[src/rtl/vga_timing_gen.sv]
// 640x480@60 raster timing generator: pixel/line counters, active-video flag,
// line/frame pulses, and active-low sync outputs delayed to match the color pipeline.
module vga_timing_gen #(
   parameter int unsigned H_ACTIVE   = 640,
   parameter int unsigned H_FP       = 16,
   parameter int unsigned H_SYNC     = 96,
   parameter int unsigned H_BP       = 48,
   parameter int unsigned V_ACTIVE   = 480,
   parameter int unsigned V_FP       = 10,
   parameter int unsigned V_SYNC     = 2,
   parameter int unsigned V_BP       = 33,
   parameter int unsigned SYNC_DELAY = 2
) (
   input  logic       vga_clk,
   input  logic       reset,
   output logic [9:0] DrawX,
   output logic [9:0] DrawY,
   output logic       blank,
   output logic       hs,
   output logic       vs,
   output logic       line_start,
   output logic       frame_start
);

   localparam int unsigned H_TOTAL = H_ACTIVE + H_FP + H_SYNC + H_BP;
   localparam int unsigned V_TOTAL = V_ACTIVE + V_FP + V_SYNC + V_BP;

   localparam logic [9:0]  H_LAST   = 10'(H_TOTAL - 1);
   localparam logic [9:0]  V_LAST   = 10'(V_TOTAL - 1);
   localparam logic [10:0] H_ACT    = 11'(H_ACTIVE);
   localparam logic [10:0] V_ACT    = 11'(V_ACTIVE);
   localparam logic [10:0] HS_START = 11'(H_ACTIVE + H_FP);
   localparam logic [10:0] HS_END   = 11'(H_ACTIVE + H_FP + H_SYNC);
   localparam logic [10:0] VS_START = 11'(V_ACTIVE + V_FP);
   localparam logic [10:0] VS_END   = 11'(V_ACTIVE + V_FP + V_SYNC);

   logic [9:0] hc_q, hc_d;
   logic [9:0] vc_q, vc_d;
   logic       blank_q, blank_d;
   logic       ls_q, ls_d;
   logic       fs_q, fs_d;
   logic       hs_raw_q, hs_raw_d;
   logic       vs_raw_q, vs_raw_d;
   logic       h_wrap;
   logic [10:0] hx, vy;

   // Flags decode the next-state counters so they land on the same edge as DrawX/DrawY.
   always_comb begin
      h_wrap = (hc_q == H_LAST);
      hc_d   = h_wrap ? '0 : hc_q + 10'd1;
      vc_d   = vc_q;
      if (h_wrap) begin
         vc_d = (vc_q == V_LAST) ? '0 : vc_q + 10'd1;
      end
      hx       = {1'b0, hc_d};
      vy       = {1'b0, vc_d};
      blank_d  = (hx < H_ACT) && (vy < V_ACT);
      hs_raw_d = !((hx >= HS_START) && (hx < HS_END));
      vs_raw_d = !((vy >= VS_START) && (vy < VS_END));
      ls_d     = (hc_d == '0);
      fs_d     = (hc_d == '0) && (vc_d == '0);
   end

   // Reset parks the counters on the last pixel so the first free-running edge is (0,0).
   always_ff @(posedge vga_clk) begin
      if (reset) begin
         hc_q     <= H_LAST;
         vc_q     <= V_LAST;
         blank_q  <= 1'b0;
         ls_q     <= 1'b0;
         fs_q     <= 1'b0;
         hs_raw_q <= 1'b1;
         vs_raw_q <= 1'b1;
      end else begin
         hc_q     <= hc_d;
         vc_q     <= vc_d;
         blank_q  <= blank_d;
         ls_q     <= ls_d;
         fs_q     <= fs_d;
         hs_raw_q <= hs_raw_d;
         vs_raw_q <= vs_raw_d;
      end
   end

   assign DrawX       = hc_q;
   assign DrawY       = vc_q;
   assign blank       = blank_q;
   assign line_start  = ls_q;
   assign frame_start = fs_q;

   generate
      if (SYNC_DELAY == 0) begin : g_nodly
         assign hs = hs_raw_q;
         assign vs = vs_raw_q;
      end else begin : g_dly
         logic [SYNC_DELAY-1:0] hs_sr_q;
         logic [SYNC_DELAY-1:0] vs_sr_q;

         // Stages flush to the inactive level so a reset never leaves a partial pulse.
         always_ff @(posedge vga_clk) begin
            if (reset) begin
               hs_sr_q <= '1;
               vs_sr_q <= '1;
            end else begin
               hs_sr_q[0] <= hs_raw_q;
               vs_sr_q[0] <= vs_raw_q;
               for (int unsigned i = 1; i < SYNC_DELAY; i++) begin
                  hs_sr_q[i] <= hs_sr_q[i-1];
                  vs_sr_q[i] <= vs_sr_q[i-1];
               end
            end
         end

         assign hs = hs_sr_q[SYNC_DELAY-1];
         assign vs = vs_sr_q[SYNC_DELAY-1];
      end
   endgenerate

endmodule
[config.mk]
export PLATFORM = sky130hd
export DESIGN_NAME = vga_timing_gen
export DESIGN_NICKNAME = d
export VERILOG_FILES = /design/src/rtl/vga_timing_gen.sv
export SDC_FILE = /design/constraint.sdc
export NUM_CORES = 1
export LEC_CHECK = 0
export CAP_MARGIN = 30
export CORE_MARGIN = 10
export CORE_UTILIZATION = 45
export CTS_CLUSTER_DIAMETER = 80
export CTS_CLUSTER_SIZE = 10
export DETAILED_ROUTE_END_ITERATION = 7
export PLACE_DENSITY = 0.69
export SYNTH_ARGS = -nofsm -noshare
export SYNTH_HDL_FRONTEND = slang
export SYNTH_SLANG_ARGS = --single-unit
[constraint.sdc]
create_clock -name vga_clk -period 2.55 [get_ports vga_clk]
set_input_delay 0.3825 -clock vga_clk [delete_from_list [all_inputs] [get_ports vga_clk]]
set_output_delay 0.3825 -clock vga_clk [all_outputs]
set_load 0.005 [all_outputs]
# Yosys cells after proc, flatten, opt, wreduce, memory -nomap -nowiden
# Cells that the tools add are included.
# op_classes
addsub,2
order_cmp,6
n_eq_ne,2
mux,3
reduce_logical,8
# ops
op,n
$mux W10,3
$add A10 B1 Y10 const B,2
$eq A10 B10 Y1 const B,2
$logic_not A10 Y1,2
$lt A10 B10 Y1 const B,2
$lt A10 B9 Y1 const B,2
$ge A10 B10 Y1 const B,1
$ge A10 B9 Y1 const B,1
$logic_and A1 B1 Y1,4
$logic_not A1 Y1,2
# word_totals
ff_bits,29
input_bits,2
out_inout_bits,25
word_cells,30

# Longest topological paths before layout
# Gate-level depths: netlist of the first run.
# logic_depth
depth_word,6
ltp_mapped,8
depth_no_buf,8

# Worst setup path after synthesis of the first run
# No wires, ideal clock.
# synth_path
path_type,register -> register
from,register hc_q[8] (netlist: DrawX[8])
to,register vs_raw_q
setup_time_ns,0.134
arrival_time_ns,2.506
t_required_ns,2.416
setup_slack_ns,-0.090
stages_incl_launch_ff,9
n_path_buf,2
synth_period_minus_slack_ns,2.640
cell_sequence,dfxtp_1 -> buf_2 -> or4b_4 -> buf_6 -> nor3_4 -> nand2_2 -> xor2_1 -> or4b_1 -> or4_1
# synth_via
elab_chain_cells,5
elab_cells_between_ends,6
classes_between,order compare (2); eq/ne (1); mux (1); reduce/logical (2)
# synth_lines
item,line_no,rtl
start: declaration,37,"logic [9:0] hc_q, hc_d;"
start signal: assignment,67,hc_q <= H_LAST;
start signal: assignment,75,hc_q <= hc_d;
$eq A10 B10 Y1 *,49,h_wrap = (hc_q == H_LAST);
$mux W10 *,52,if (h_wrap) begin
$ge A10 B9 Y1 / $lt A10 B9 Y1 (equally long branches),59,vs_raw_d = !((vy >= VS_START) && (vy < VS_END));
$logic_and A1 B1 Y1 *,59,
$logic_not A1 Y1 *,59,
end signal: assignment,81,vs_raw_q <= vs_raw_d;
end: declaration,43,"logic vs_raw_q, vs_raw_d;"
# Mark *: on every way between the ends. The rest lies on a longest branch, timed or not.
# A chain may end at the register's enable or synchronous reset.

# Worst setup path in the final report of the first run
# layout_path
from,register hc_q[6] (netlist: DrawX[6])
to,register vs_raw_q
# Same word-level chain as after synthesis.

==> reports/metrics.cfg, run 1 <==
[synthesis]
ys_seq_area_share_pct = 36.68
synth-simple-area-share_pct = 32.02
synthMuxAreaShare_pct = 0.6324
synth_ff_type = dfxtp_1
yosys_warnings = 0
netlist-cell-type-count = 51
avgSynthCellArea_sq_um = 8.510
ys_async_sr_fraction_pct = 0
syn_nets = 191
synth.top_cell.area_share_pct = 36.68
synth_seq_cells = 29
synth_top_area_cell = dfxtp_1
syn_inst = 186
yosys.area_share.adder_pct = 2.372
synth.most_common_cell = dfxtp_1
synth_area_leaders = dfxtp_1 (37%), nor2_1 (4.7%), xnor2_1 (4.4%)
synth_top_family_by_area = simple AND/OR/NAND/NOR gates
synth_area_sq_um = 1583
synth_top_cells_by_count = dfxtp_1 (29), nor2_1 (20), nand2_1 (10), clkbuf_1 (9)
synth_edf_count = 0
synth-xor-area-share_pct = 7.194
synth_compound_area_share_pct = 15.42

[sta]
fin_ws_ns = -0.004478
fin_crit_ns = 2.554
finalSetupTns_ns = -0.004478
hold_violations = 0
setup_viol = 1
fin_crit_sh_pct = 100.2
max_slew_margin_pct = 71.19
rsz0062_at_grt = true
fin_skew_ns = 0.01334
fmax_ghz = 0.3915
slew_violations = 0
tightest_slew_ns = 0.4213

[detailed_routing]
drc_errors = 0
first_pass_iters = 4
drt_iter0_drc = 130
drtAntennaViolNets = 0
vias = 1518
wl_um = 3992
wl_per_cell_um = 14.95
vias_per_cell = 5.685

[die]
die_w_um = 79.31
io_pins = 27
core-area_sq_um = 3363
initial_core_util_pct = 47.06
die_area_sq_um = 6289
rows = 21
fp.dieH_um = 79.31

[clock_tree]
cts_hold_buf = 0
clk_pin_slew_worst_paths_ns = 0.10
cts-root-buf = clkbuf_4
htreeDepth = 2
numCtsBuffers = 5
cts.sinks = 29
clk_path_buf_depth = 2
cts_tree = yes
clock_latency_ns = 0.33

[global_route]
grt.overflow.total = 0
grt_pass1_vias = 1327
grt_max_degree = 15
track_usage_pct = 12.99
grt_pass1_wl_um = 6624
antenna_found_initial = 0

[power]
leakage_uw = 0.0007651
ir_drop_mv = 0.8141
total_power_uw = 2111
power_density_nw_per_um2 = 1037

[min_path]
hold_class = reg -> reg

[placement]
routabilityCongestion = 0.9431
hpwlAfterDp_um = 2993
port-buffer-count = 26
dp_cells = 258

[setup_path]
critPathKind = reg -> reg
arrival_ns = 2.75
critPathRequiredTime_ns = 2.75
path_max_fanout = 6
end_kind = register
start_kind = register

[final_layout]
area_growth_pct = 28.62
drive_above_1_share_pct = 19.46
fillers = 312
nNetsFinal = 225
stdcell_count = 267
antenna_cells_inserted = 0

[run_status]
violations = negative setup slack
outcome = complete, but fails checks

[job]
max-cap-violations = 0

kinds of logic (layout without fill, tap and decap cells):
group	after synthesis	after routing
xor gates and xnor gates	13	13
buffers and inverters	19	54
and+or+nand+nor	87	87
DFF	29	29
adders and majority gates	3	3
muxes	1	1
AOI/OAI and AO/OA	34	34
critical path: stages, from the launching register on:
cell,delay (ns)
dfxtp_4,0.37
or4b_4,0.60
nor3_4,0.29
nand2_2,0.08
xor2_1,0.16
or4b_4,0.51
or4_4,0.41
per-stage QoR:
stage / worst slack, ns / hold WS (ns) / cell area (sq um) / utilization, %
2_1_floorplan: 0.001846 / 0.3895 / 1587 / -
3_3_place_gp: 0.07086 / 0.3959 / 1936 / 57.55
3_5_place_dp: 0.02596 / 0.3951 / 1936 / 57.55
4_1_cts: 0.03583 / 0.4167 / 2006 / 59.64
5_1_grt: -0.08335 / 0.4267 / 2036 / 60.53
6_report: -0.004478 / 0.4133 / 2036 / 60.53
layer usage:
layer	up-vias	global-route usage, %	share of wire [%]	routed length [um]
met2	69	18.35	42	1684
met5	-	0	0	0
met1	697	17.39	46	1855
li1	738	-	-	-
met4	0	3.226	2.1	85
met3	14	5.856	9.2	366
final timing paths:
path / from / to / slack [ns] / cells after the start
worst max-delay path: DrawX[6] / vs_raw_q / -0.004 / 6
worst max register to register: DrawX[6] / vs_raw_q / -0.004 / 6
worst min register to register: g_dly.vs_sr_q[0] / g_dly.vs_sr_q[1] / 0.41 / 1
worst min-delay path: g_dly.vs_sr_q[0] / g_dly.vs_sr_q[1] / 0.41 / 1
what timing repair did:
| action | CTS | global route |
|---|---|---|
| setup buffers | 0 | 1 |
| endpoints found under the setup margin | 1 | 1 |
| pin swaps | 1 | 2 |
| resized for setup | 0 | 8 |
where the power goes:
group,internal [uW],switching (uW)
clock,160,162
sequential,539,129
combinational,557,564
total,1260,855
final cells by class:
type                    count  area (sq um)  area share (%)
flip-flops and latches     29         585.6           28.76
repair buffers             41         372.9           18.32
inverters                   5         18.77          0.9219
well taps                  46         57.56           2.827
clock inverters             1         5.005          0.2459
clock buffers               7         65.06           3.196
multi-input cells         138         930.9           45.73
cell usage in the layout, fill, tap and decap left out, drive strengths merged, types with 2 or more instances in the layout:
master         synthesis  routed
xnor2                  8       8
nor3                   8       8
a31oi                  3       3
nand2b                 2       2
or2                    7       7
dfxtp                 29      29
o31ai                  2       2
and3                   2       2
o21bai                 3       3
buf                    5      15
a211oi                 2       2
clkbuf                 9       7
nor2b                  2       2
nand4                  8       8
nor3b                  4       4
nand2                 11      11
nor4b                  2       2
or4b                   2       2
and4                   2       2
nor2                  20      20
ha                     3       3
inv                    5       5
xor2                   5       5
a21o                   3       3
and2                   2       2
o211ai                 2       2
nand3                  8       8
clkdlybuf4s50          0      26
a21oi                  5       5
nor4                   3       3
a21boi                 2       2
o21ai                  3       3
registers in the layout, summed over array words and instances, names as in the netlist:
name,flops
DrawX,10
DrawY,10
blank,1
frame_start,1
g_dly.hs_sr_q,2
g_dly.vs_sr_q,2
hs_raw_q,1
line_start,1
vs_raw_q,1
Power figures use the tool's default switching activity.
==> run 2: changes to the inputs <==
- SETUP_SLACK_MARGIN: not set -> 0.4
==> run 2 against run 1 <==
Effect of this change: die area unchanged; setup slack improved by 0.091 ns; critical endpoint unchanged; hold slack gained 0.00062 ns; sequential cell count did not move; largest cell class unchanged; utilization rose by 6.0 points; largest power group unchanged; routed wire length grew 16%; total power rose by 15%; maximum frequency increased by 3.7%; final area rose by 9.8%; critical path depth did not move; non-clock buffer count up 13; the run now ends clean; sequential share of layout area decreased by 2.2 points.
==> reports/metrics.cfg, run 2 (synthesis gave the netlist of run 1 again) <==
[die]
die_area_sq_um = 6289  ; unchanged
rows = 21  ; unchanged
io_pins = 27  ; unchanged
die_w_um = 79.31  ; unchanged
fp.dieH_um = 79.31  ; unchanged
initial_core_util_pct = 47.06  ; unchanged
core-area_sq_um = 3363  ; unchanged

[detailed_routing]
drc_errors = 0  ; unchanged
vias = 1621  ; +6.8%
vias_per_cell = 5.789  ; +1.8%
wl_per_cell_um = 16.57  ; +11%
drtAntennaViolNets = 0  ; unchanged
drt_iter0_drc = 116  ; -11%
wl_um = 4640  ; +16%
first_pass_iters = 4  ; unchanged

[setup_path]
rr_worst_depth = 6  ; unchanged
crit_path_cell_trace = or4b_4 -> buf_4 -> nor4_4 -> xnor2_1 -> or4b_4 -> or4_1
critPathRequiredTime_ns = 2.76  ; about the same
max_stage_delay_ns = 0.58  ; -0.02 ns
critPathKind = reg -> reg
start_kind = register
end_kind = register
arrival_ns = 2.67  ; -0.08 ns
path_common_cell = or4b_4
path_max_fanout = 4  ; -2
slowest_stage = or4b_4

[sta]
fin_skew_ns = 0.01703  ; +0.003693 ns
rsz0062_at_grt = true
fin_ws_ns = 0.08676  ; +0.09124 ns
hold_violations = 0  ; unchanged
tightest_slew_ns = 0.4420  ; +0.02070 ns
fmax_ghz = 0.4060  ; +3.7%
fin_crit_ns = 2.463  ; -0.09124 ns
slew_violations = 0  ; unchanged
max_slew_margin_pct = 70.46  ; -0.73 points
fin_crit_sh_pct = 96.60  ; -3.6 points
setup_viol = 0  ; -1

[job]
max-cap-violations = 0  ; unchanged

[global_route]
grt_pass1_wl_um = 7562  ; +14%
track_usage_pct = 14.49  ; +1.5 points
grt.overflow.total = 0  ; unchanged
antenna_found_initial = 0  ; unchanged
grt_pass1_vias = 1459  ; +9.9%
grt_max_degree = 17  ; +2

[placement]
pre_cts_ws_ns = 0.01917  ; -0.006787 ns
placed_cell_area_sq_um = 1919  ; -0.84%
port-buffer-count = 26  ; unchanged
routabilityCongestion = 0.9462  ; +0.33%
hpwlAfterDp_um = 3026  ; +1.1%

[clock_tree]
clock_latency_ns = 0.34  ; about the same
htreeDepth = 2  ; unchanged
clk_path_buf_depth = 2  ; unchanged
cts-root-buf = clkbuf_4
numCtsBuffers = 5  ; unchanged
cts_tree = yes
cts.sinks = 29  ; unchanged
clk_pin_slew_worst_paths_ns = 0.10  ; about the same

[final_layout]
final_common_cell = clkdlybuf4s50_1
antenna_cells_inserted = 0  ; unchanged
drive_above_1_share_pct = 27.35  ; +7.9 points
layout.cells.most_common_list = clkdlybuf4s50_1 (26), dfxtp_1 (24), buf_4 (24)
fin_area_sq_um = 2236  ; +9.8%
nNetsFinal = 238  ; +5.8%
area_growth_pct = 41.26

[run_status]
outcome = finished, final reports clean

[power]
leakage_uw = 0.0008491  ; +11%
power_density_nw_per_um2 = 1082  ; +4.3%
ir_drop_mv = 0.5716  ; -30%

[min_path]
holdPathStages = 1  ; unchanged
hold_class = reg -> reg

run 2: worst max-delay path, delay by kind of cell, from the launching register on:
family / cells / cell delay (ns)
simple gates: 4 / 1.67
xor+xnor: 1 / 0.13
flops: 1 / 0.36
buf+inv: 1 / 0.18
run 2: cell type report:
| class | count | area [sq um] |
|---|---|---|
| Inverter | 5 | 18.77 |
| Multi-Input combinational cell | 138 | 1028 |
| Sequential cell | 29 | 594.3 |
| Clock inverter | 2 | 10.01 |
| Clock buffer | 6 | 41.29 |
| Fill cell | 274 | 1127 |
| Timing Repair Buffer | 54 | 485.5 |
| Tap cell | 46 | 57.56 |
run 2: through the flow:
stage          instances  setup TNS [ns]  total power (uW)  hold WS, ns  util [%]
2_1_floorplan        186               0              1390       0.3895         -
3_3_place_gp         255               0              1745       0.3951     57.07
3_5_place_dp         255               0              1757       0.3963     57.07
4_1_cts              274               0              2241       0.4174     64.17
5_1_grt              280       -0.008606              2569       0.4336     66.48
6_report             280               0              2419       0.4139     66.48
run 2: final timing paths:
| path | startpoint | end | slack, ns |
|---|---|---|---|
| max reg2reg | DrawX[6] | vs_raw_q | 0.09 |
| max | DrawX[6] | vs_raw_q | 0.09 |
| min reg2reg | vs_raw_q | g_dly.vs_sr_q[0] | 0.41 |
| min | vs_raw_q | g_dly.vs_sr_q[0] | 0.41 |
run 2: where the power goes:
part	total [uW]	switching [uW]	internal (uW)
clock	268	163	105
sequential	691	145	545
combinational	1460	719	742
total	2420	1030	1390
run 2: timing repair:
action                     in CTS  in global routing
pin swaps                      10                  4
setup endpoints to repair       3                  3
cloned                          0                  0
buffers inserted               11                  6
hold buffers                    0                  0
resized for setup              20                  9
run 2: routing by layer:
layer  part of all wire, %  track usage, %
met2                    46           21.13
met3                    10           5.743
met5                     0               0
met1                    42           19.12
met4                   1.9           4.122
==> run 3: changes to the inputs <==
- CORE_MARGIN: 10 -> 2
==> run 3 against run 2 <==
Effect of this change: global-route usage rose by 6.4 points; first-iteration DRC count grew 65%; clock power is 2% higher; setup slack gained 0.073 ns; sequential cell count stayed put; highest routed layer unchanged.
==> reports/metrics.cfg, run 3 (synthesis gave the netlist of run 1 again) <==
[power]
leakage_uw = 0.0007718  ; -9.1%
ir_drop_mv = 0.6405  ; +12%
power_density_nw_per_um2 = 1031  ; -4.7%

[setup_path]
slowest_stage = or4b_4
path_common_cell = or4b_4
end_kind = register
rrSetupSlack_ns = 0.16  ; +0.07 ns
max_stage_delay_ns = 0.60  ; +0.02 ns
arrival_ns = 2.62  ; -0.05 ns
r2r-start = DrawX[6]
critPathRequiredTime_ns = 2.78  ; +0.02 ns
rr_worst_depth = 6  ; unchanged
crit_path_cell_trace = or4b_4 -> nor3_4 -> nand2_2 -> xor2_2 -> or4b_4 -> or4_1
start_kind = register
critPathKind = reg -> reg
path_max_fanout = 5  ; +1
reg2reg_to = vs_raw_q

[clock_tree]
clk_path_buf_depth = 2  ; unchanged
htreeDepth = 2  ; unchanged
numCtsBuffers = 5  ; unchanged
clk_pin_slew_worst_paths_ns = 0.10  ; about the same
cts_tree = yes
cts_hold_buf = 0  ; unchanged
cts-root-buf = clkbuf_4
cts.sinks = 29  ; unchanged
clock_latency_ns = 0.34  ; about the same

[sta]
fmax_ghz = 0.4184  ; +3.1%
fin_crit_sh_pct = 93.72  ; -2.9 points
finalSetupTns_ns = 0  ; unchanged
fin_skew_ns = 0.01222  ; -0.004812 ns
setup_viol = 0  ; unchanged
slew_violations = 0  ; unchanged
fin_crit_ns = 2.390  ; -0.07344 ns
holdWs_ns = 0.4156  ; +0.001674 ns
max_slew_margin_pct = 70.75  ; +0.30 points
tightest_slew_ns = 0.4276  ; -0.01437 ns
hold_violations = 0  ; unchanged
rsz0062_at_grt = true

[final_layout]
drive_above_1_share_pct = 24.22  ; -3.1 points
final_common_cell = clkdlybuf4s50_1
fin_area_sq_um = 2098  ; -6.2%
area_growth_pct = 32.57
antenna_cells_inserted = 0  ; unchanged
layout.cells.most_common_list = clkdlybuf4s50_1 (26), dfxtp_1 (24), nor2_1 (18)
nNetsFinal = 227  ; -4.6%

[placement]
placed_cell_area_sq_um = 1919  ; unchanged
hpwlAfterDp_um = 2755  ; -9.0%
port-buffer-count = 26  ; unchanged
routabilityCongestion = 0.9216  ; -2.6%

[detailed_routing]
routed.top_layer = met4
wl_met3_um = 303  ; -35%
vias_per_cell = 5.729  ; -1.0%
wl_per_cell_um = 14.78  ; -11%
drt_iter0_drc = 191  ; +65%
wl_met2_um = 1817  ; -15%
m1WireLength_um = 1794  ; -7.6%
wl_um = 3977  ; -14%
drtAntennaViolNets = 0  ; unchanged
first_pass_iters = 5  ; +1
vias = 1541  ; -4.9%
drc_errors = 0  ; unchanged

[die]
die_w_um = 63.31  ; -20%
rows = 21  ; unchanged
fp.dieH_um = 63.31  ; -20%
die_area_sq_um = 4008  ; -36%
initial_core_util_pct = 47.06  ; unchanged
core-area_sq_um = 3363  ; unchanged
io_pins = 27  ; unchanged

[global_route]
grt_max_degree = 17  ; unchanged
grt.overflow.total = 0  ; unchanged
grt_pass1_wl_um = 6589  ; -13%
antenna_found_initial = 0  ; unchanged
track_usage_pct = 20.90  ; +6.4 points
grt_pass1_vias = 1390  ; -4.7%

[min_path]
min_to = g_dly.hs_sr_q[0]
hold_class = reg -> reg
min_from = hs_raw_q
holdPathStages = 1  ; unchanged

[job]
max-cap-violations = 0  ; unchanged

[run_status]
outcome = finished, final reports clean

## run 3: final cells by class
| class | instances | area [sq um] |
|---|---|---|
| Inverter | 5 | 18.77 |
| Multi-Input combinational cell | 138 | 992.2 |
| Clock buffer | 5 | 37.54 |
| Fill cell | 284 | 1265 |
| Timing Repair Buffer | 43 | 387.9 |
| Tap cell | 46 | 57.56 |
| Sequential cell | 29 | 586.8 |
| Clock inverter | 3 | 17.52 |
## run 3: per-stage QoR
step	util, %	setup WS, ns	power (uW)	cells
floorplan	-	0.01216	1390	186
global placement	57.07	0.09251	1735	255
detailed placement	57.07	0.04648	1748	255
CTS	61.01	0.1724	2109	267
global route	62.39	0.08399	2326	269
finish	62.39	0.1602	2164	269
## run 3: report_power, final
part	internal [uW]	total [uW]	leakage (uW)	switching, uW
Combinational	589	1210	0.000503	616
Sequential	543	686	0.000237	142
Clock	104	273	0.0000310	169
Total	1240	2160	0.000772	928
## run 3: worst max-delay path: cells and delay by family (launching register included)
kind / cells / cell delay [ns]
AND/OR/NAND/NOR: 5 / 1.78
XOR/XNOR: 1 / 0.16
flip-flops: 1 / 0.35
## run 3: routing by layer
metal	global-route usage, %	vias up
li1	-	744
met1	28.36	718
met2	31.65	69
met3	5.357	10
met4	8.424	0
met5	0	-
## run 3: repair_timing
action	CTS	global route
buffers inserted	4	2
pin swaps	4	1
cloned	0	0
setup endpoints to repair	3	3
endpoints found under the hold margin	0	0
gates resized for setup	11	6
## run 3: worst max path at each step
stage | startpoint | to | slack (ns) | cells past startpoint
CTS | DrawX[5] | vs_raw_q | 0.17 | 6
detailed placement | DrawX[8] | vs_raw_q | 0.05 | 6
finish | DrawX[6] | vs_raw_q | 0.16 | 6
floorplan | DrawX[7] | vs_raw_q | 0.01 | 8
global route | DrawX[6] | vs_raw_q | 0.08 | 6
global placement | DrawX[8] | vs_raw_q | 0.09 | 6
